<file path="src/rtl/stack_pkg.sv">
// stack_pkg: shared op-codes, FSM state type, parameter defaults and byte-lane helpers
package stack_pkg;
    localparam logic [7:0] DEF_STACK_PAGE = 8'h01;
    localparam logic [7:0] DEF_S_RESET = 8'hFD;
    localparam logic [2:0] OP_PUSH1 = 3'd0;
    localparam logic [2:0] OP_PULL1 = 3'd1;
    localparam logic [2:0] OP_PUSH2 = 3'd2;
    localparam logic [2:0] OP_PULL2 = 3'd3;
    localparam logic [2:0] OP_PUSH3 = 3'd4;
    localparam logic [2:0] OP_PULL3 = 3'd5;
    localparam logic [2:0] OP_LOAD_S = 3'd6;
    localparam logic [2:0] OP_RSVD = 3'd7;
    typedef enum logic [1:0] {ST_IDLE, ST_XFER, ST_DONE} state_t;
    // Index of the last byte of a transfer op: op[2:1] is 0, 1, 2 for 1, 2, 3 bytes.
    function automatic logic [1:0] op_last(input logic [2:0] op);
        return op[2:1];
    endfunction
    // Byte lane (0=p, 1=lo, 2=hi) touched by byte idx of op.
    // Pushes go hi first, pulls go in reverse; single-byte ops use p only.
    function automatic logic [1:0] op_lane(input logic [2:0] op, input logic [1:0] idx);
        return op[0] ? ((op[2:1] == 2'd1) ? idx + 2'd1 : idx)
                     : ((op[2:1] == 2'd0) ? 2'd0 : 2'd2 - idx);
    endfunction
endpackage

</file>
<file path="src/rtl/stack_ptr.sv">
// stack_ptr: 8-bit stack pointer register with load/inc/dec (load wins), modulo-256
// Ports: clk, rst (async, active-high), inc, dec, load, load_val[7:0], s[7:0]
module stack_ptr #(
    parameter logic [7:0] S_RESET = 8'hFD
) (
    input  logic       clk,
    input  logic       rst,
    input  logic       inc,
    input  logic       dec,
    input  logic       load,
    input  logic [7:0] load_val,
    output logic [7:0] s
);
    always_ff @(posedge clk or posedge rst) begin
        if (rst) s <= S_RESET;
        else if (load) s <= load_val;
        else if (inc) s <= s + 8'd1;
        else if (dec) s <= s - 8'd1;
    end
endmodule

</file>
<file path="src/rtl/stack_engine.sv">
// stack_engine: 6502-style hardware stack engine issuing byte push/pull memory cycles
// Ports: clk, rst (async, active-high); cmd_valid/cmd_ready/cmd_op[2:0]/cmd_data[23:0] command;
//        mem_req/mem_we/mem_addr[15:0]/mem_wdata[7:0]/mem_ack/mem_rdata[7:0] memory handshake;
//        done (1-cycle pulse), rsp_data[23:0] {hi,lo,p}, s_out[7:0], wrap_err (sticky).
// Macro: STACK_WRAP_CHECK_EN enables the wrap_err detector; otherwise wrap_err is tied to 0.
module stack_engine
    import stack_pkg::*;
#(
    parameter logic [7:0] STACK_PAGE = DEF_STACK_PAGE,
    parameter logic [7:0] S_RESET = DEF_S_RESET
) (
    input  logic        clk,
    input  logic        rst,
    input  logic        cmd_valid,
    output logic        cmd_ready,
    input  logic [2:0]  cmd_op,
    input  logic [23:0] cmd_data,
    output logic        mem_req,
    output logic        mem_we,
    output logic [15:0] mem_addr,
    output logic [7:0]  mem_wdata,
    input  logic        mem_ack,
    input  logic [7:0]  mem_rdata,
    output logic        done,
    output logic [23:0] rsp_data,
    output logic [7:0]  s_out,
    output logic        wrap_err
);
    state_t state;
    logic [2:0] op;
    logic [23:0] data;
    logic [1:0] idx;
    logic [1:0] lane;
    logic [7:0] s;
    logic accept, ack, push;
    assign cmd_ready = state == ST_IDLE;
    assign accept = cmd_valid && cmd_ready;
    // mem_ack only counts while a request is outstanding
    assign ack = mem_req && mem_ack;
    assign push = !op[0];
    assign lane = op_lane(op, idx);
    assign mem_req = state == ST_XFER;
    assign mem_we = push;
    // Pushes write at S then decrement; pulls pre-increment, so they read S+1
    assign mem_addr = {STACK_PAGE, push ? s : s + 8'd1};
    assign mem_wdata = (lane == 2'd2) ? data[23:16] : (lane == 2'd1) ? data[15:8] : data[7:0];
    assign done = state == ST_DONE;
    assign s_out = s;
    stack_ptr #(.S_RESET(S_RESET)) u_ptr (
        .clk(clk),
        .rst(rst),
        .inc(ack && !push),
        .dec(ack && push),
        .load(accept && cmd_op == OP_LOAD_S),
        .load_val(cmd_data[7:0]),
        .s(s)
    );
    always_ff @(posedge clk or posedge rst) begin
        if (rst) begin
            state <= ST_IDLE;
            op <= '0;
            data <= '0;
            idx <= '0;
            rsp_data <= '0;
        end else if (accept) begin
            op <= cmd_op;
            data <= cmd_data;
            idx <= '0;
            // LOAD_S and the reserved op have no memory phase
            state <= (cmd_op[2:1] == 2'b11) ? ST_DONE : ST_XFER;
        end else if (ack) begin
            idx <= idx + 2'd1;
            state <= (idx == op_last(op)) ? ST_DONE : ST_XFER;
            if (!push) rsp_data[{lane, 3'b000} +: 8] <= mem_rdata;
        end else if (state == ST_DONE) begin
            state <= ST_IDLE;
        end
    end
`ifdef STACK_WRAP_CHECK_EN
    always_ff @(posedge clk or posedge rst) begin
        if (rst) wrap_err <= 1'b0;
        else if (accept && cmd_op == OP_LOAD_S) wrap_err <= 1'b0;
        else if (ack && (push ? s == 8'h00 : s == 8'hFF)) wrap_err <= 1'b1;
    end
`else
    assign wrap_err = 1'b0;
`endif
endmodule

</file>
<file path="config.mk">
export PLATFORM = sky130hd
export DESIGN_NAME = stack_engine
export DESIGN_NICKNAME = d
export VERILOG_FILES = /design/src/rtl/stack_pkg.sv /design/src/rtl/stack_ptr.sv /design/src/rtl/stack_engine.sv
export SDC_FILE = /design/constraint.sdc
export NUM_CORES = 1
export LEC_CHECK = 0
export ABC_AREA = 1
export CORE_MARGIN = 3
export CORE_UTILIZATION = 49
export DETAILED_ROUTE_END_ITERATION = 16
export MAX_ROUTING_LAYER = met4
export PLACE_DENSITY = 0.81
export RECOVER_POWER = 25
export SLEW_MARGIN = 25
export SYNTH_ARGS = -nofsm -noshare
export SYNTH_HDL_FRONTEND = slang
export SYNTH_HIERARCHICAL = 1
export SYNTH_SLANG_ARGS = --single-unit
</file>
<file path="constraint.sdc">
create_clock -name clk -period 2.38 [get_ports clk]
set_clock_uncertainty 0.1 [all_clocks]
set_input_delay 0.238 -clock clk [delete_from_list [all_inputs] [get_ports clk]]
set_output_delay 0.238 -clock clk [all_outputs]
set_load 0.05 [all_outputs]
</file>
==> impl_metrics.csv, run 1 <==
group,metric,value,unit
cells_and_area,nets,665,
job,cap_viol_max_count,0,
cts,cts_sinks,63,
grt,grt_pass1_vias,3686,
logic_synthesis,synth-seq-area-share,42.5,%
timing,rsz0062_at_grt,"true",
cells_and_area,fill_cells,469,
cells_and_area,area_delta_synth_final,49.2,%
floorplan,dieHeight,93.2,microns
routing,dr.pass1.iters,6,
grt,grt_pass1_wl,17600,microns
worst_setup_path,r2r_start,"op[2]",
timing,timing.final.crit_period,2590,ps
routing,ant_nets,0,
place,dp_hpwl,7220,microns
run_status,status,"complete, but fails checks",
worst_setup_path,crit_required,2040,ps
worst_setup_path,worstSetupEndpointType,"primary output",
timing,relSlewSlack,36.1,%
cts,cts_buffers,9,
timing,hold_violations,0,
logic_synthesis,yosysWarnings,6,
worst_setup_path,slowest_delay,420,ps
floorplan,rows,31,
cts,path_clk_slew,70,ps
routing,routed_wl,12000,microns
timing,setup_viol,10,
run_status,violations,"setup timing",
floorplan,core_area,0.00733,sq mm
floorplan,initial_core_util,50.9,%
cts,clock_tree.root_cell,"clkbuf_8",
logic_synthesis,yosys.area.top_type,"dfrtp_1",
routing,wire_per_inst,16.7,microns
worst_setup_path,crit_start,"op[2]",
timing,worstMarginPinSlew,958,ps
worst_setup_path,cp_max_fo,8,
logic_synthesis,synth_edf_count,0,
routing,vias_per_cell,5.37,
grt,grt-ovfl-total,0,
cts,clkLatencyLatePin,340,ps
place,placed_area,0.00494,sq mm
hold_path,hold_path_class,"in -> async",
cts,cts_tree,"yes",
worst_setup_path,path_cells,"inv_2 -> nand2_1 -> a21oi_2 -> nand2_1 -> nand2_2 -> ha_4 -> buf_12 -> nand2_2 -> o211ai_1 -> o21ai_4 -> buf_12",
grt,grt_max_degree,47,
logic_synthesis,syn_inst,492,
timing,whs,216,ps
logic_synthesis,async_flop_share,100,%
place,io_buffers,90,
logic_synthesis,synth_area_leaders,"dfrtp_1 (38%), nand2_1 (21%), dfstp_2 (4.9%), inv_1 (4.4%), ha_1 (4.4%)",
floorplan,die_area,0.00869,sq mm
logic_synthesis,ys_seq_elements,63,
logic_synthesis,post_synth_num_cell_types,37,
cts,postCtsHoldBufs,0,
timing,fin_ws,-213,ps
worst_setup_path,cp.arrival,2260,ps
grt,antenna_found_initial,0,
worst_setup_path,cp_slowest_cell,"dfrtp_1",
grt,grt_use_total,26.3,%
place,place_congestion,0.954,
floorplan,die_w,93.2,microns
cts,htreeDepth,3,
logic_synthesis,postSynthAreaPerCell,7.58,sq um
cells_and_area,finalInstanceArea,0.00556,sq mm
cells_and_area,drive_above_1_share,23.2,%
logic_synthesis,synthFlopType,"dfrtp_1",
routing,dr.first_iter.drc_count,320,
cells_and_area,n_antenna_cell,0,
timing,final_max_slew_viol_count,0,
timing,max_freq,386,MHz
floorplan,ioPinCount,100,
logic_synthesis,yosys.cell_count.top_type,"nand2_1",
logic_synthesis,synth_top_area_share,37.6,%
worst_setup_path,worst-setup-path-type,"reg -> out",
cts,clockBufferDepth,2,
logic_synthesis,synth_area,0.00373,sq mm
worst_setup_path,startpoint_type,"flop",
routing,drc,0,
logic_synthesis,yosys-top-cells-count,"nand2_1 (205), dfrtp_1 (56), inv_1 (44)",
routing,vias,3841,
timing,finalCritPeriodShare,109,%
## worst paths after layout
kind,depth (start not counted),slack (ps),to
setup / recovery,11,-210,mem_wdata[6]
hold / removal,2,220,u_ptr/s[1]
setup reg to reg,13,-70,rsp_data[14]
hold reg to reg,2,390,rsp_data[7]
max in group asynchronous,3,280,idx[1]
min in group clk,3,340,data[14]
## flip-flops by register name (all words and copies together), names as in the netlist
signal    flops
idx           2
data         24
state         2
u_ptr/s       8
op            3
rsp_data     24
## worst max-delay path, delay by kind of cell (launching register included)
family	cells	cell delay (ps)
adders and majority gates	1	200
AOI/OAI and AO/OA	3	380
DFF	1	420
and+or+nand+nor	4	410
buffers and inverters	3	490
## cell type report
cell class / count / area, sq um / share of cell area, %
timing repair buffer: 123 / 1330 / 23.8
sequential: 63 / 1590 / 28.6
multi-input combinational: 362 / 2070 / 37.3
timing repair inverter: 1 / 7.51 / 0.135
clock inverter: 3 / 65.1 / 1.17
tap: 99 / 124 / 2.23
clock buffer: 12 / 165 / 2.97
inverter: 52 / 210 / 3.78
## stage by stage
step	cells	setup TNS, ps	util, %	setup slack, ps
floorplan	499	0	-	2.31
global placement	681	0	67.4	42.7
detailed placement	681	0	67.4	1.13
CTS	711	-662	73.6	-103
global route	715	-2390	75.9	-244
finish	715	-1630	75.9	-213
## cells in the final DEF (no fill, tap or decap), drive strengths merged, types with 3 or more instances in the layout
cell           Yosys  routed
nand4              9       9
inv               51      49
a21oi              5       5
clkinvlp           0       3
nor3              10      10
dfrtp             56      56
o21ai             32      32
nand2            207     207
nand3b             3       3
clkdlybuf4s50      0      74
nand3             16      16
o211ai             9       9
clkbuf             2      13
buf               20      47
conb               2       9
xor2               8       8
ha                13      13
dfstp              7       7
nor2              33      33
## routing by layer
layer  track usage [%]  part of all wire (%)  vias to the layer above  routed length (microns)
met5                 -                     0                        -                        0
met1              33.2                    40                     1804                     4730
met4              12.5                   4.2                        0                      504
li1                  -                     -                     1755                        -
met2              41.2                    49                      230                     5900
met3              4.34                   6.9                       52                      826
## cell families after synthesis
group                      count (synthesis)  share of synthesized area, %
and+or+nand+nor                          280                          32.6
adders and majority gates                 14                          4.90
xor gates and xnor gates                  10                          2.35
buffers and inverters                     74                          10.0
AOI/OAI and AO/OA                         49                          7.42
DFF                                       63                          42.5
other                                      2                         0.201
## repair_timing
| action | 4_1_cts | 5_1_grt |
|---|---|---|
| setup buffers | 13 | 4 |
| resized for setup | 31 | 29 |
| gates cloned | 2 | 0 |
| setup endpoints to repair | 18 | 25 |
| pin swaps | 12 | 14 |
Power of run 1 is not shown: default switching activity piles up to over one toggle a cycle in this logic, so the estimate is an artifact.
==> inputs of run 2 (changes only) <==
==> constraint.sdc (replaced) <==
create_clock -name clk -period 2.5 [get_ports clk]
set_clock_uncertainty 0.1 [all_clocks]
set_input_delay 0.25 -clock clk [delete_from_list [all_inputs] [get_ports clk]]
set_output_delay 0.25 -clock clk [all_outputs]
set_load 0.05 [all_outputs]
==> impl_metrics.csv, run 2 (synthesis results as in run 1) <==
group,metric,value,unit
floorplan,die_area,0.00869,sq mm
routing,wire_per_inst,13.7,microns
floorplan,dieHeight,93.2,microns
place,dp.cells,681,
cells_and_area,drive_above_1_share,17.1,%
hold_path,hold_path_class,"in -> async",
routing,ant_nets,0,
worst_setup_path,cp_slowest_cell,"dfrtp_2",
timing,whs,233,ps
cts,cts_buffers,9,
worst_setup_path,slowest_delay,400,ps
worst_setup_path,worstSetupEndpointType,"primary output",
cells_and_area,layout_common_cells,"nand2_1 (203), clkdlybuf4s50_1 (75), dfrtp_1 (53)",
cts,cts_tree,"yes",
worst_setup_path,cp_max_fo,10,
routing,vias,3526,
grt,antenna_found_initial,0,
timing,finalCritPeriodShare,97.0,%
cts,cts_sinks,63,
cells_and_area,layout.cells.non_filler,707,
cells_and_area,final_common_cell,"nand2_1",
routing,drc,0,
floorplan,core_area,0.00733,sq mm
timing,setup_viol,0,
cells_and_area,nets,656,
cts,path_clk_slew,70,ps
grt,grt-ovfl-total,0,
worst_setup_path,cp_num_buf_inv,6,
place,place_congestion,0.923,
grt,grt_pass1_vias,3257,
cells_and_area,n_antenna_cell,0,
timing,max_freq,412,MHz
grt,grt_pass1_wl,15400,microns
routing,routed_wl,9710,microns
worst_setup_path,startpoint_type,"flop",
floorplan,ioPinCount,100,
timing,timing.final.crit_period,2430,ps
place,pre_cts_ws,30.3,ps
worst_setup_path,cp.arrival,2080,ps
timing,relSlewSlack,32.6,%
timing,fin_ws,75.0,ps
timing,final_max_slew_viol_count,0,
timing,worstMarginPinSlew,1010,ps
job,cap_viol_max_count,0,
worst_setup_path,cp_top_family,"buffers and inverters",
cts,clkLatencyLatePin,330,ps
floorplan,die_w,93.2,microns
cts,clock_tree.root_cell,"clkbuf_8",
worst_setup_path,path_cells,"clkinvlp_4 -> nand3_2 -> o21ai_1 -> inv_1 -> nand2_2 -> inv_2 -> ha_4 -> inv_4 -> buf_4 -> o21ai_2 -> buf_12",
floorplan,initial_core_util,50.9,%
cells_and_area,area_delta_synth_final,39.5,%
place,dp_hpwl,7240,microns
routing,vias_per_cell,4.99,
routing,dr.first_iter.drc_count,210,
run_status,status,"complete, no violations",
cells_and_area,top_regs,"data (24), rsp_data (24), u_ptr/s (8)",
floorplan,rows,31,
cells_and_area,fill_cells,543,
grt,grt_max_degree,47,
cts,htreeDepth,3,
routing,dr.pass1.iters,5,
worst_setup_path,crit_required,2150,ps
place,io_buffers,90,
worst_setup_path,worst-setup-path-type,"reg -> out",
cts,clockBufferDepth,2,
timing,setup_tns,0,ps
timing,hold_violations,0,
grt,grt_use_total,22.9,%
worst_setup_path,rrSetupSlack,190,ps
-- run 2: path summary, 6_finish.rpt --
| path | from | to | cells after the start |
|---|---|---|---|
| min in group clk | cmd_data[15] | data[15] | 3 |
| worst min-delay path | rst | u_ptr/s[1] | 2 |
| worst max register to register | op[0] | rsp_data[20] | 13 |
| max in group asynchronous | rst | op[1] | 3 |
| worst min register to register | rsp_data[15] | rsp_data[15] | 2 |
| worst max-delay path | op[0] | mem_wdata[3] | 11 |
-- run 2: repair_timing --
item	in CTS	in global routing
hold endpoints to repair	0	0
gates resized for setup	6	13
setup buffers	1	9
hold buffers	0	0
pin swaps	0	6
endpoints found under the setup margin	8	24
gates cloned	0	0
-- run 2: per-layer routing --
layer	up-vias	track usage (%)	wire length [microns]
met1	1638	31.2	4330
met5	-	-	0
met2	124	35.2	4710
met3	18	3.70	467
li1	1746	-	-
met4	0	6.96	201
-- run 2: cell type report --
type                    count  area [sq um]  area share [%]
repair buffers            115          1170            22.5
flip-flops and latches     63          1590            30.6
clock buffers              13           159            3.06
multi-input cells         362          1890            36.3
clock inverters             3          65.1            1.25
inverters                  52           204            3.92
well taps                  99           124            2.38
-- run 2: through the flow --
| step | cell area, sq um | utilization (%) |
|---|---|---|
| 2_1_floorplan | 3810 | - |
| 3_3_place_gp | 4860 | 66.3 |
| 6_report | 5200 | 71.0 |
| 3_5_place_dp | 4860 | 66.3 |
| 4_1_cts | 5120 | 69.8 |
| 5_1_grt | 5200 | 71.0 |
Power of run 2 is left out for the same reason.
==> inputs of run 3 (changes only) <==
--- a/config.mk
+++ b/config.mk
@@ -8,7 +8,9 @@
 export ABC_AREA = 1
 export CORE_MARGIN = 3
 export CORE_UTILIZATION = 49
+export CTS_CLUSTER_SIZE = 20
 export DETAILED_ROUTE_END_ITERATION = 16
+export GPL_TIMING_DRIVEN = 0
 export MAX_ROUTING_LAYER = met4
 export PLACE_DENSITY = 0.81
 export RECOVER_POWER = 25
==> impl_metrics.csv, run 3 (synthesis results as in run 1) <==
group,metric,value,unit
worst_setup_path,worst-setup-path-type,"reg -> out",
floorplan,rows,31,
floorplan,core_area,0.00733,sq mm
routing,dr.first_iter.drc_count,294,
timing,finalCritPeriodShare,102,%
grt,antenna_found_initial,0,
cells_and_area,final_common_cell,"nand2_1",
worst_setup_path,cp_max_fo,7,
worst_setup_path,r2r-end,"rsp_data[21]",
grt,grt_max_degree,56,
place,pre_cts_ws,-740,ps
cts,cts_buffers,9,
cts,clock_tree.root_cell,"clkbuf_8",
worst_setup_path,worstSetupEndpointType,"primary output",
timing,hold_violations,0,
timing,timing.final.crit_period,2560,ps
worst_setup_path,cp_slowest_cell,"dfrtp_2",
floorplan,initial_core_util,50.9,%
run_status,violations,"setup timing",
worst_setup_path,slowest_delay,440,ps
place,dp.cells,688,
worst_setup_path,cp.arrival,2210,ps
run_status,status,"complete, but fails checks",
timing,whs,245,ps
place,dp_hpwl,7090,microns
routing,routed_wl,11200,microns
routing,dr.pass1.iters,8,
worst_setup_path,worstRegToRegCells,14,
routing,vias,3796,
cells_and_area,nets,686,
worst_setup_path,path_cells,"buf_6 -> buf_6 -> nand3_4 -> nand2_4 -> inv_2 -> nor2_4 -> ha_4 -> clkbuf_16 -> nand2_2 -> o211ai_1 -> o21ai_4 -> buf_6",
timing,final_max_slew_viol_count,0,
cells_and_area,area_delta_synth_final,46.6,%
worst_setup_path,crit_top_cell,"buf_6",
routing,vias_per_cell,5.15,
job,cap_viol_max_count,0,
grt,grt_pass1_vias,3547,
worst_setup_path,rrSetupSlack,90,ps
timing,setup_viol,6,
cts,cts_sinks,63,
cells_and_area,layout_common_cells,"nand2_1 (199), clkdlybuf4s50_1 (74), dfrtp_1 (54)",
floorplan,die_w,93.2,microns
worst_setup_path,startpoint_type,"flop",
grt,grt_use_total,25.1,%
floorplan,ioPinCount,100,
cts,cts_tree,"yes",
worst_setup_path,crit_required,2150,ps
floorplan,die_area,0.00869,sq mm
hold_path,hold_path_class,"in -> async",
worst_setup_path,cp_num_buf_inv,5,
place,io_buffers,90,
timing,max_freq,391,MHz
cells_and_area,layout.cells.non_filler,737,
cts,path_clk_slew,60,ps
worst_setup_path,r2r_start,"op[0]",
floorplan,dieHeight,93.2,microns
timing,worstMarginPinSlew,1130,ps
cells_and_area,top_regs,"data (24), rsp_data (24), u_ptr/s (8)",
worst_setup_path,cp_top_family,"buffers and inverters",
cells_and_area,drive_above_1_share,22.3,%
place,place_congestion,0.870,
timing,relSlewSlack,24.4,%
cts,clkLatencyLatePin,350,ps
grt,grt_pass1_wl,16700,microns
routing,ant_nets,0,
grt,grt-ovfl-total,0,
routing,wire_per_inst,15.2,microns
cells_and_area,n_antenna_cell,0,
timing,rsz0062_at_grt,"true",
cts,clockBufferDepth,2,
cts,htreeDepth,3,
worst_setup_path,path_depth,12,
timing,fin_ws,-58.8,ps
routing,drc,0,
## run 3: worst register-to-register path, cell delays in order, from the launching register on
cell and delay [ps]:
dfrtp_2 440, buf_6 120, buf_6 100, nand3_4 80, nand2_4 110, nand3_4 90, buf_8 130, buf_4 140
ha_1 280, inv_2 80, nor3_4 260, nand2_1 170, nor2_1 150, nand2_1 60, nand2_1 50
## run 3: worst max path at each step
stage	startpoint	endpoint	slack (ps)
final	op[0]	mem_wdata[4]	-60
after global routing	op[0]	mem_wdata[4]	-120
after CTS	op[0]	mem_wdata[7]	-1
after detailed placement	idx[0]	mem_wdata[4]	-740
after global placement	op[0]	mem_wdata[4]	-680
after floorplan	op[0]	mem_wdata[0]	-3
## run 3: timing repair
| action | 4_1_cts | 5_1_grt |
|---|---|---|
| setup endpoints to repair | 14 | 30 |
| resized for setup | 80 | 32 |
| hold buffers | 0 | 0 |
| pin swaps | 4 | 13 |
| cloned | 1 | 1 |
| buffers inserted | 13 | 18 |
## run 3: per-stage QoR
stage	TNS, ps	cell area [sq um]	util, %
after floorplan	-13.6	3810	-
after global placement	-15120	4840	66.0
after detailed placement	-5760	4840	66.1
after CTS	-1.10	5210	71.1
after global routing	-1280	5470	74.6
final	-152	5470	74.6
## run 3: metal layers
metal	track usage, %	wire length, microns
met1	31.6	4680
met2	40.9	5600
met3	3.62	685
met4	9.65	219
met5	-	0
## run 3: final cells by class
cell class / instances / area [sq um]
inverter: 52 / 213
clock buffer: 13 / 159
multi-input combinational: 362 / 1970
buffer: 22 / 216
clock inverter: 3 / 17.5
timing repair buffer: 123 / 1180
sequential: 63 / 1590
fill: 504 / 1860
tap: 99 / 124
Power of run 3 is left out for the same reason.
